[src/rtl/dp_ram_port_arbiter_if.sv]
// Requester command/response bus and RAM port-B bus of dp_ram_port_arbiter.
// slave: arbiter side; master: requesters plus the RAM.
interface dp_ram_port_arbiter_if #(
  parameter int NUM_REQ    = 4,
  parameter int WIDTH      = 8,
  parameter int DEPTH      = 8,
  parameter int STRB_WIDTH = 8
);
  localparam int AW  = $clog2(DEPTH);
  localparam int WEN = WIDTH / STRB_WIDTH;

  logic [NUM_REQ-1:0]       REQ_VALID;
  logic [NUM_REQ-1:0]       REQ_READY;
  logic [NUM_REQ*AW-1:0]    REQ_ADDR;
  logic [NUM_REQ*WIDTH-1:0] REQ_WDATA;
  logic [NUM_REQ*WEN-1:0]   REQ_WEN;
  logic [NUM_REQ-1:0]       RSP_VALID;
  logic [WIDTH-1:0]         RSP_RDATA;
  logic                     RSP_ERR;
  logic [AW-1:0]            RAM_ADDR;
  logic [WIDTH-1:0]         RAM_W_DATA;
  logic [WEN-1:0]           RAM_W_EN;
  logic [WIDTH-1:0]         RAM_R_DATA;
  logic                     RAM_ARB_ERR;

  modport slave (
    input  REQ_VALID, REQ_ADDR, REQ_WDATA, REQ_WEN,
    input  RAM_R_DATA, RAM_ARB_ERR,
    output REQ_READY, RSP_VALID, RSP_RDATA, RSP_ERR,
    output RAM_ADDR, RAM_W_DATA, RAM_W_EN
  );

  modport master (
    output REQ_VALID, REQ_ADDR, REQ_WDATA, REQ_WEN,
    output RAM_R_DATA, RAM_ARB_ERR,
    input  REQ_READY, RSP_VALID, RSP_RDATA, RSP_ERR,
    input  RAM_ADDR, RAM_W_DATA, RAM_W_EN
  );
endinterface

[src/rtl/dp_ram_port_arbiter.sv]
// Round-robin arbiter/sequencer sharing dp_ram port B among NUM_REQ requesters.
// Ports: CLK, RST (sync, active-high), bus (requester + RAM signals, slave).
module dp_ram_port_arbiter #(
  parameter int NUM_REQ    = 4,
  parameter int WIDTH      = 8,
  parameter int DEPTH      = 8,
  parameter int STRB_WIDTH = 8,
  parameter int MAX_RETRY  = 3
) (
  input logic                  CLK,
  input logic                  RST,
  dp_ram_port_arbiter_if.slave bus
);
  localparam int AW  = $clog2(DEPTH);
  localparam int WEN = WIDTH / STRB_WIDTH;
  localparam int IW  = $clog2(NUM_REQ);
  localparam int RW  =
    (MAX_RETRY > 0) ? $clog2(MAX_RETRY + 1) : 1;

  typedef enum logic [1:0] {
    IDLE, ACCESS, RESP
  } state_t;

  typedef struct packed {
    logic [AW-1:0]    addr;
    logic [WIDTH-1:0] wdata;
    logic [WEN-1:0]   wen;
    logic [IW-1:0]    id;
  } cmd_t;

  state_t             state;
  cmd_t               cmd;
  logic [IW-1:0]      last_grant;
  logic [RW-1:0]      retry_cnt;
  logic [WIDTH-1:0]   rdata_q;
  logic               err_q;
  logic [NUM_REQ-1:0] rsp_valid_q;

  cmd_t               req_cmd [NUM_REQ];
  logic               found;
  logic [IW-1:0]      winner;
  logic               arb_en;
  logic               collide;

  for (genvar i = 0; i < NUM_REQ; i++) begin : g_unpack
    assign req_cmd[i] = '{
      addr:  bus.REQ_ADDR[i*AW +: AW],
      wdata: bus.REQ_WDATA[i*WIDTH +: WIDTH],
      wen:   bus.REQ_WEN[i*WEN +: WEN],
      id:    IW'(i)
    };
  end

  // First valid requester after last_grant, wrapping.
  always_comb begin : arb_search
    int idx;
    idx    = 0;
    found  = 1'b0;
    winner = '0;
    for (int k = 1; k <= NUM_REQ; k++) begin
      idx = int'(last_grant) + k;
      if (idx >= NUM_REQ) idx = idx - NUM_REQ;
      if (!found && bus.REQ_VALID[IW'(idx)]) begin
        found  = 1'b1;
        winner = IW'(idx);
      end
    end
  end

  assign arb_en  = (state == IDLE) || (state == RESP);
  assign collide = (|cmd.wen) && bus.RAM_ARB_ERR;

  assign bus.REQ_READY =
    (arb_en && found && !RST) ?
    (NUM_REQ'(1) << winner) : '0;

  assign bus.RAM_ADDR   = cmd.addr;
  assign bus.RAM_W_DATA = cmd.wdata;
  // Gated by RST so no write can land on a reset edge.
  assign bus.RAM_W_EN   =
    (state == ACCESS && !RST) ? cmd.wen : '0;

  assign bus.RSP_VALID = rsp_valid_q;
  assign bus.RSP_RDATA = rdata_q;
  assign bus.RSP_ERR   = err_q;

  always_ff @(posedge CLK) begin
    if (RST) begin
      state       <= IDLE;
      cmd         <= '0;
      last_grant  <= IW'(NUM_REQ - 1);
      retry_cnt   <= '0;
      rdata_q     <= '0;
      err_q       <= 1'b0;
      rsp_valid_q <= '0;
    end else begin
      rsp_valid_q <= '0;
      unique case (state)
        IDLE, RESP: begin
          if (found) begin
            cmd        <= req_cmd[winner];
            last_grant <= winner;
            retry_cnt  <= '0;
            state      <= ACCESS;
          end else begin
            state <= IDLE;
          end
        end
        ACCESS: begin
          rdata_q <= bus.RAM_R_DATA;
          if (collide && retry_cnt < RW'(MAX_RETRY)) begin
            retry_cnt <= retry_cnt + 1'b1;
          end else begin
            err_q       <= collide;
            rsp_valid_q <= NUM_REQ'(1) << cmd.id;
            state       <= RESP;
          end
        end
        default: state <= IDLE;
      endcase
    end
  end
endmodule
[src/flat_wrapper.sv]
// flat-port wrapper written by rule: the top's interface ports become plain ports
module dp_ram_port_arbiter_flat 
#(
  parameter int NUM_REQ    = 4,
  parameter int WIDTH      = 8,
  parameter int DEPTH      = 8,
  parameter int STRB_WIDTH = 8,
  parameter int MAX_RETRY  = 3
)
  (CLK, RST, bus_REQ_VALID, bus_REQ_ADDR, bus_REQ_WDATA, bus_REQ_WEN, bus_RAM_R_DATA, bus_RAM_ARB_ERR, bus_REQ_READY, bus_RSP_VALID, bus_RSP_RDATA, bus_RSP_ERR, bus_RAM_ADDR, bus_RAM_W_DATA, bus_RAM_W_EN);
  dp_ram_port_arbiter_if #(.NUM_REQ(NUM_REQ), .WIDTH(WIDTH), .DEPTH(DEPTH), .STRB_WIDTH(STRB_WIDTH)) bus_i ();
  input logic CLK;
  input logic RST;
  input wire logic [$bits(bus_i.REQ_VALID)-1:0] bus_REQ_VALID;
  input wire logic [$bits(bus_i.REQ_ADDR)-1:0] bus_REQ_ADDR;
  input wire logic [$bits(bus_i.REQ_WDATA)-1:0] bus_REQ_WDATA;
  input wire logic [$bits(bus_i.REQ_WEN)-1:0] bus_REQ_WEN;
  input wire logic [$bits(bus_i.RAM_R_DATA)-1:0] bus_RAM_R_DATA;
  input wire logic [$bits(bus_i.RAM_ARB_ERR)-1:0] bus_RAM_ARB_ERR;
  output wire logic [$bits(bus_i.REQ_READY)-1:0] bus_REQ_READY;
  output wire logic [$bits(bus_i.RSP_VALID)-1:0] bus_RSP_VALID;
  output wire logic [$bits(bus_i.RSP_RDATA)-1:0] bus_RSP_RDATA;
  output wire logic [$bits(bus_i.RSP_ERR)-1:0] bus_RSP_ERR;
  output wire logic [$bits(bus_i.RAM_ADDR)-1:0] bus_RAM_ADDR;
  output wire logic [$bits(bus_i.RAM_W_DATA)-1:0] bus_RAM_W_DATA;
  output wire logic [$bits(bus_i.RAM_W_EN)-1:0] bus_RAM_W_EN;
  assign bus_i.REQ_VALID = bus_REQ_VALID;
  assign bus_i.REQ_ADDR = bus_REQ_ADDR;
  assign bus_i.REQ_WDATA = bus_REQ_WDATA;
  assign bus_i.REQ_WEN = bus_REQ_WEN;
  assign bus_i.RAM_R_DATA = bus_RAM_R_DATA;
  assign bus_i.RAM_ARB_ERR = bus_RAM_ARB_ERR;
  assign bus_REQ_READY = bus_i.REQ_READY;
  assign bus_RSP_VALID = bus_i.RSP_VALID;
  assign bus_RSP_RDATA = bus_i.RSP_RDATA;
  assign bus_RSP_ERR = bus_i.RSP_ERR;
  assign bus_RAM_ADDR = bus_i.RAM_ADDR;
  assign bus_RAM_W_DATA = bus_i.RAM_W_DATA;
  assign bus_RAM_W_EN = bus_i.RAM_W_EN;
  dp_ram_port_arbiter #(.NUM_REQ(NUM_REQ), .WIDTH(WIDTH), .DEPTH(DEPTH), .STRB_WIDTH(STRB_WIDTH), .MAX_RETRY(MAX_RETRY)) u_core (.CLK(CLK), .RST(RST), .bus(bus_i));
endmodule
[config.mk]
export PLATFORM = sky130hd
export DESIGN_NAME = dp_ram_port_arbiter_flat
export DESIGN_NICKNAME = d
export VERILOG_FILES = /design/src/rtl/dp_ram_port_arbiter_if.sv /design/src/rtl/dp_ram_port_arbiter.sv /design/src/flat_wrapper.sv
export SDC_FILE = /design/constraint.sdc
export NUM_CORES = 1
export LEC_CHECK = 0
export ABC_AREA = 1
export CAP_MARGIN = 20
export CORE_ASPECT_RATIO = 0.7
export CORE_MARGIN = 5
export CORE_UTILIZATION = 40
export CTS_CLUSTER_DIAMETER = 150
export DETAILED_ROUTE_END_ITERATION = 6
export GPL_TIMING_DRIVEN = 1
export PLACE_DENSITY = 0.79
export SYNTH_ARGS = -nofsm -noshare
export SYNTH_HDL_FRONTEND = slang
export SYNTH_SLANG_ARGS = --single-unit
export TNS_END_PERCENT = 5
[constraint.sdc]
create_clock -name CLK -period 3.43 [get_ports CLK]
set_clock_uncertainty 0.2 [all_clocks]
set_input_delay 0.686 -clock CLK [delete_from_list [all_inputs] [get_ports CLK]]
set_output_delay 0.686 -clock CLK [all_outputs]
set_load 0.01 [all_outputs]
==> metrics.txt <==
# TYPE chip_impl_metric gauge
chip_impl_info{name="run_status",value="finished clean"} 1
chip_impl_metric{name="number_of_enable_flip_flop_cells_after_synthesis",unit=""} 0
chip_impl_metric{name="fin_nets",unit=""} 442
chip_impl_metric{name="worstMarginPinSlew",unit="ns"} 0.362
chip_impl_metric{name="sequentialPowerShare",unit=""} 0.207
chip_impl_info{name="yosys-top-cells-count",value="63 x sky130_fd_sc_hd__nand2_1, 53 x sky130_fd_sc_hd__nand3_1, 50 x sky130_fd_sc_hd__nor2_1"} 1
chip_impl_info{name="criticalPathCategory",value="primary input to output port"} 1
chip_impl_metric{name="max_freq",unit="MHz"} 309
chip_impl_metric{name="post_drt_wl_per_cell",unit="um"} 12.1
chip_impl_info{name="setup.worst_path.start_class",value="primary input"} 1
chip_impl_info{name="timing.hold.worst_endpoint",value="u_core.bus.RSP_VALID[0]"} 1
chip_impl_metric{name="area_of_the_mapped_netlist",unit="um2"} 1950
chip_impl_metric{name="power.share.switching",unit=""} 0.473
chip_impl_metric{name="cts_setup_buffers",unit=""} 0
chip_impl_metric{name="peakVddDrop",unit="mV"} 0.513
chip_impl_metric{name="layout.filler_cells",unit=""} 445
chip_impl_metric{name="via_count_of_the_first_global_routing_pass",unit=""} 2063
chip_impl_metric{name="final-setup-viol-count",unit=""} 0
chip_impl_metric{name="floorplan.initialDensity",unit=""} 0.410
chip_impl_metric{name="power_per_standard_cell_area",unit="nW/um2"} 969
chip_impl_metric{name="grt_antenna_before_repair",unit=""} 0
chip_impl_metric{name="place_congestion",unit=""} 0.841
chip_impl_metric{name="fp.dieW",unit="um"} 93.5
chip_impl_metric{name="synth_cells",unit=""} 293
chip_impl_metric{name="floorplan.die_area",unit="um2"} 6400
chip_impl_metric{name="synthXorXnorAreaFrac",unit=""} 0
chip_impl_info{name="combinational_family_with_the_most_area_after_synthesis",value="simple AND/OR/NAND/NOR gates"} 1
chip_impl_metric{name="yosysUniqueCellTypes",unit=""} 25
chip_impl_metric{name="cts_max_path_buffers",unit=""} 2
chip_impl_info{name="worst_hold_startpoint",value="u_core.cmd[0]"} 1
chip_impl_info{name="timing.critical_path.cells",value="clkdlybuf4s50_1 -> nand2_1 -> nand2_2 -> nand2_2 -> nand2_2 -> nor2_2 -> nand3_2 -> nand2_1 -> inv_1 -> nand2_1 -> nor3_1 -> clkdlybuf4s15_1"} 1
chip_impl_info{name="ys_top_cells_by_area",value="sky130_fd_sc_hd__dfxtp_1 34%, sky130_fd_sc_hd__nand3_1 14%, sky130_fd_sc_hd__nand2_1 12%"} 1
chip_impl_info{name="regToRegStartpoint",value="u_core.last_grant[0]"} 1
chip_impl_metric{name="internal-power",unit="mW"} 1.51
chip_impl_metric{name="cts.clk_slew.worst_paths",unit="ns"} 0.07
chip_impl_info{name="timing.critical_path.to_type",value="output port"} 1
chip_impl_metric{name="grt_start_max_net_pins",unit=""} 30
chip_impl_metric{name="core_region_area",unit="um2"} 4760
chip_impl_info{name="hold_path.class",value="flop to flop"} 1
chip_impl_metric{name="cts-htree-levels",unit=""} 2
chip_impl_metric{name="drcViolationCount",unit=""} 0
chip_impl_metric{name="post-synth-top-area-fraction",unit=""} 0.338
chip_impl_metric{name="timing.hold.worst_path_depth",unit=""} 1
chip_impl_metric{name="asyncSetResetFlopFracSynth",unit=""} 0
chip_impl_metric{name="postCtsHoldBufs",unit=""} 0
chip_impl_metric{name="leakagePower",unit="nW"} 1.32
chip_impl_metric{name="antenna-diode-count",unit=""} 0
chip_impl_metric{name="clk_latency",unit="ns"} 0.28
chip_impl_info{name="grt_setup_unrepaired",value="no"} 1
chip_impl_metric{name="final_layout_size_suffix_gt1_frac",unit=""} 0.0976
chip_impl_metric{name="cts_made_buffers",unit=""} 5
chip_impl_metric{name="clk_sinks",unit=""} 33
chip_impl_metric{name="arrival",unit="ns"} 2.36
chip_impl_metric{name="syn_nets",unit=""} 357
chip_impl_metric{name="post-route-period-util",unit=""} 0.945
chip_impl_metric{name="comb_power_share",unit=""} 0.664
chip_impl_metric{name="track_usage",unit=""} 0.178
chip_impl_metric{name="worst_r2r_path_depth",unit=""} 14
chip_impl_metric{name="dpl-instance-area",unit="um2"} 2840
chip_impl_metric{name="minimum_setup_slack_among_reg_to_reg_paths",unit="ns"} 1.11
chip_impl_metric{name="top_level_ports",unit=""} 92
chip_impl_metric{name="grt_overflow",unit=""} 0
chip_impl_info{name="yosys.cell_count.top_type",value="sky130_fd_sc_hd__nand2_1"} 1
chip_impl_metric{name="synth_area_in_adders",unit=""} 0.00641
chip_impl_info{name="yosys.area.top_type",value="sky130_fd_sc_hd__dfxtp_1"} 1
chip_impl_metric{name="worstPathRequired",unit="ns"} 2.54
chip_impl_metric{name="syn2layout_area_growth",unit="%"} 51.3
chip_impl_metric{name="drtAntennaViolNets",unit=""} 0
chip_impl_metric{name="global_route_wire_length_before_repair",unit="um"} 8940
chip_impl_metric{name="dpl.hpwl",unit="um"} 4320
chip_impl_metric{name="final_standard_cell_utilization_of_the_core",unit=""} 0.621
chip_impl_metric{name="die-height",unit="um"} 68.4
chip_impl_metric{name="final-max-slew-violation-count",unit=""} 0
chip_impl_metric{name="period_minus_slack",unit="ns"} 3.24
chip_impl_metric{name="worst-path-max-fanout",unit=""} 4
chip_impl_metric{name="relative_slew_margins",unit=""} 0.757
chip_impl_metric{name="wirelength",unit="um"} 5430
chip_impl_metric{name="syn_avg_cell_area",unit="um2"} 6.66
chip_impl_metric{name="io_buffers",unit=""} 91
chip_impl_metric{name="worst_path_largest_cell_delay",unit="ns"} 0.48
chip_impl_metric{name="final_instance_area",unit="um2"} 2950
chip_impl_info{name="synth_ff_type",value="sky130_fd_sc_hd__dfxtp_1"} 1
chip_impl_metric{name="route.vias.total",unit=""} 2131
chip_impl_info{name="cts.root.buffer_cell",value="sky130_fd_sc_hd__clkbuf_8"} 1
chip_impl_metric{name="drv.max_cap_violation_count",unit=""} 0
chip_impl_metric{name="drtPass1Iterations",unit=""} 4
chip_impl_metric{name="switchingPower",unit="mW"} 1.35
chip_impl_metric{name="synth-simple-area-share",unit=""} 0.437
chip_impl_metric{name="clock_power_share",unit=""} 0.129
chip_impl_metric{name="finalHoldViolations",unit=""} 0
chip_impl_metric{name="synth.mux.area_fraction",unit=""} 0
chip_impl_metric{name="detailed_route_iter0_violations",unit=""} 84
chip_impl_metric{name="synth-seq-area-share",unit=""} 0.338
chip_impl_metric{name="core.rowCount",unit=""} 21
chip_impl_metric{name="routed_via_density",unit=""} 4.76
chip_impl_metric{name="ys_warn_count",unit=""} 0
chip_impl_info{name="critical_path.reg2reg.endpoint",value="u_core.bus.RAM_W_DATA[3]"} 1
chip_impl_info{name="crit_slowest_cell",value="sky130_fd_sc_hd__clkdlybuf4s50_1"} 1
chip_impl_metric{name="synth_compound_area_frac",unit=""} 0.0865
chip_impl_info{name="tritoncts",value="built"} 1
chip_impl_metric{name="ys_ff_latch",unit=""} 33
through the flow:
stage                     total power, mW  hold slack, ns  worst slack [ns]  TNS, ns  instances
after floorplan                      2.05           0.226             0.757        0        293
after global placement               2.49           0.245           -0.0220  -0.0767        440
after detailed placement             2.52           0.247            -0.108   -0.335        440
after CTS                            2.89           0.265             0.166        0        448
after global routing                 3.16           0.280          0.000302        0        448
final                                2.86           0.263             0.189        0        448
power by group through the flow:
stage | combinational (mW) | clock, mW | sequential [mW]
final | 1.90 | 0.370 | 0.591
after global routing | 2.14 | 0.403 | 0.610
after CTS | 1.92 | 0.383 | 0.591
after detailed placement | 1.93 | 0 | 0.596
after global placement | 1.90 | 0 | 0.593
after floorplan | 1.46 | 0 | 0.591
worst max path at each step:
| stage | from | end | slack, ns | depth (start not counted) |
|---|---|---|---|---|
| floorplan | bus_REQ_VALID[0] | bus_REQ_READY[1] | 0.76 | 9 |
| global placement | bus_REQ_VALID[2] | bus_REQ_READY[2] | -0.02 | 12 |
| detailed placement | bus_REQ_VALID[0] | bus_REQ_READY[1] | -0.11 | 12 |
| CTS | bus_REQ_VALID[0] | bus_REQ_READY[1] | 0.17 | 12 |
| global route | bus_REQ_VALID[0] | bus_REQ_READY[1] | 0.0003 | 12 |
| finish | bus_REQ_VALID[0] | bus_REQ_READY[1] | 0.19 | 12 |
per-layer routing:
metal	vias up	routed length [um]	global-route usage
li1	1110	-	-
met1	959	2330	0.197
met2	53	2620	0.320
met3	9	413	0.0703
met4	0	70	0.0548
met5	-	0	0
flip-flops by register name (all words and copies together) (netlist names):
name / cells
u_core.bus.RSP_RDATA: 8
u_core.bus.RAM_W_DATA: 8
u_core.last_grant: 2
u_core.bus.RSP_VALID: 4
u_core.bus.RAM_ADDR: 3
u_core.bus.RSP_ERR: 1
u_core.state: 2
u_core.retry_cnt: 2
u_core.cmd: 3
worst max-delay path, delay by kind of cell:
kind                   cells  cell delay [ns]
buffers and inverters      3             0.82
and+or+nand+nor            9             0.82
timing repair:
item,4_1_cts,5_1_grt
endpoints found under the hold margin,0,0
endpoints found under the setup margin,4,1
pin swaps,0,0
gates resized for setup,4,1
kinds of logic after synthesis:
family,Yosys count
buffers and inverters,41
adders and majority gates,1
AOI/OAI and AO/OA,31
and+or+nand+nor,187
DFF,33
cells in the final DEF, fill, tap and decap left out, types with 7 or more instances in the layout:
| cell | n |
|---|---|
| sky130_fd_sc_hd__nand2_1 | 63 |
| sky130_fd_sc_hd__dfxtp_1 | 33 |
| sky130_fd_sc_hd__buf_4 | 11 |
| sky130_fd_sc_hd__o21ai_0 | 21 |
| sky130_fd_sc_hd__nand2_2 | 7 |
| sky130_fd_sc_hd__nor2_1 | 50 |
| sky130_fd_sc_hd__inv_1 | 13 |
| sky130_fd_sc_hd__nand3_1 | 53 |
| sky130_fd_sc_hd__clkdlybuf4s50_1 | 87 |
cell type report:
cell class	count	area (um2)	share of cell area
clock buffer	7	86.3	0.0292
clock inverter	1	30.0	0.0102
inverter	17	66.3	0.0224
multi-input combinational	219	1030	0.350
sequential	33	661	0.224
tap	69	86.3	0.0292
timing repair buffer	102	990	0.335
Note: power is estimated with default switching activity, not from simulation.
==> variant: new RTL, config.mk and constraints unchanged <==
Make the reset (`RST`) asynchronous in one clocked block.
--- a/src/rtl/dp_ram_port_arbiter.sv
+++ b/src/rtl/dp_ram_port_arbiter.sv
@@ -86,3 +86,3 @@
 
-  always_ff @(posedge CLK) begin
+  always_ff @(posedge CLK or posedge RST) begin
     if (RST) begin
Behaviour: differs if RST is asserted again (counterexample within 4 cycles, from zero or initial values and one cycle with RST high); with RST held inactive, the same outputs for 10 cycles.
==> variant against the original RTL <==
Routed wire length grew 11%. Synthesized area is 16% higher. Total power rose by 24%. Combinational power is 30% higher. Sequential share of layout area grew 3.0 points. Cell area up 11%. Worst setup slack worse by 0.062 ns. Sequential cell count is the same. Final cell count increased by 6.5%. First-iteration DRC count fell by 13%. Highest routed layer unchanged.
==> variant: results (changes against the original RTL) <==
Pwr
  – VDD IR max: 0.652 mV (+27%)
  – Leakage power: 1.66 nW (+26%)
  – Internal Power: 0.00180 W (+20%)

Synthesis
  – Synth Net Count: 383 (+7.3%)
  – Commonest cells in the synthesized netlist: nand2_1, dfrtp_1, nand2_2
  – Netlist cell types: 30 (+20%)
  – Primary FF master, synth: dfrtp_1
  – Async S/R FF share, synth: 100% (+100 points)
  – Sequential fraction of the synthesis area: 36.6% (+2.8 points)
  – Yosys top cell area share: 34.3% (+0.45 points)

Worst setup path
  – Worst Reg2Reg Path Length in Cells: 17 (+3)
  – Worst R2R End: u_core.bus.RAM_W_DATA[1]
  – R2R Path Start: u_core.last_grant[0]
  – Arrival @ worst endpoint: 2.42 ns (+0.06 ns)
  – Crit-path max cell delay: 0.50 ns (+0.02 ns)

Outcome
  – Status: complete, no violations

Routing
  – Drt wl/cell: 12.7 µm (+4.4%)
  – DR iter-0 viols: 73 (-13%)

Placed design
  – Hpwl dp: 4820 µm (+12%)

Layout
  – Final nets: 468 (+5.9%)
  – Post-route non-filler standard cell count: 477 (+6.5%)
  – Proportion of layout cells with a drive suffix above 1: 16.8% (+7.0 points)

Global route
  – Vias in the first global route: 2120 (+2.8%)

Worst hold path
  – Hold EP: u_core.bus.RSP_VALID[0]
  – Min-delay src: u_core.cmd[1]
[variant: cell count changes after synthesis, sizes merged, moves of 15 or more]
cell | before | now
nand2 | 70 | 185
nor2 | 55 | 8
dfxtp | 33 | 0
dfrtp | 0 | 31
nand3 | 56 | 32
o21ai | 21 | 6
[variant: routing by layer]
layer | wire length, µm | up-vias | global-route usage (%)
met5 | 0 | - | 0
met4 | 43 | 0 | 2.42
met3 | 452 | 5 | 5.06
met2 | 2830 | 65 | 27.5
met1 | 2710 | 1020 | 22.0
li1 | - | 1144 | -
[variant: cell families after synthesis]
family	after synthesis	share of synthesized area, %
flops	33	36.6
simple gates	235	49.1
fa+ha+maj	1	0.553
buf+inv	42	11.8
compound gates	8	1.94
[variant: area by class of cell]
| class | instances | area (µm²) |
|---|---|---|
| clock inverters | 1 | 30.0 |
| inverters | 18 | 75.1 |
| fillers | 496 | 2100 |
| flip-flops and latches | 33 | 828 |
| repair buffers | 102 | 990 |
| multi-input cells | 244 | 1170 |
| clock buffers | 7 | 86.3 |
| well taps | 72 | 90.1 |
[variant: worst max-delay path by stage]
stage,start,endpoint,slack (ns),depth (start not counted)
3_5_place_dp,bus_REQ_VALID[0],bus_REQ_READY[3],-0.16,12
2_1_floorplan,RST,bus_REQ_READY[1],0.55,3
4_1_cts,bus_REQ_VALID[0],bus_REQ_READY[3],0.13,12
3_3_place_gp,bus_REQ_VALID[0],bus_REQ_READY[3],-0.07,12
6_report,bus_REQ_VALID[0],bus_REQ_READY[3],0.13,12
5_1_grt,bus_REQ_VALID[1],bus_REQ_READY[1],0.008,12
[variant: repair_timing]
action | 4_1_cts | 5_1_grt
setup endpoints to repair | 4 | 1
setup buffers | 0 | 0
gates resized for setup | 4 | 1
hold buffers | 0 | 0
cloned | 0 | 0
[variant: metrics by stage]
step / worst slack (ns) / cell area [µm²] / hold WS (ns)
after global routing: 0.00821 / 3270 / 0.289
after detailed placement: -0.156 / 3150 / 0.254
after CTS: 0.130 / 3270 / 0.261
final: 0.127 / 3270 / 0.259
after floorplan: 0.555 / 2260 / 0.232
after global placement: -0.0710 / 3150 / 0.246
[variant: power by group through the flow]
stage          combinational (W)  sequential (W)  clock [W]
2_1_floorplan            0.00193        0.000698          0
3_3_place_gp             0.00246        0.000702          0
3_5_place_dp             0.00251        0.000705          0
4_1_cts                  0.00250        0.000702   0.000380
5_1_grt                  0.00278        0.000725   0.000405
6_report                 0.00247        0.000702   0.000374
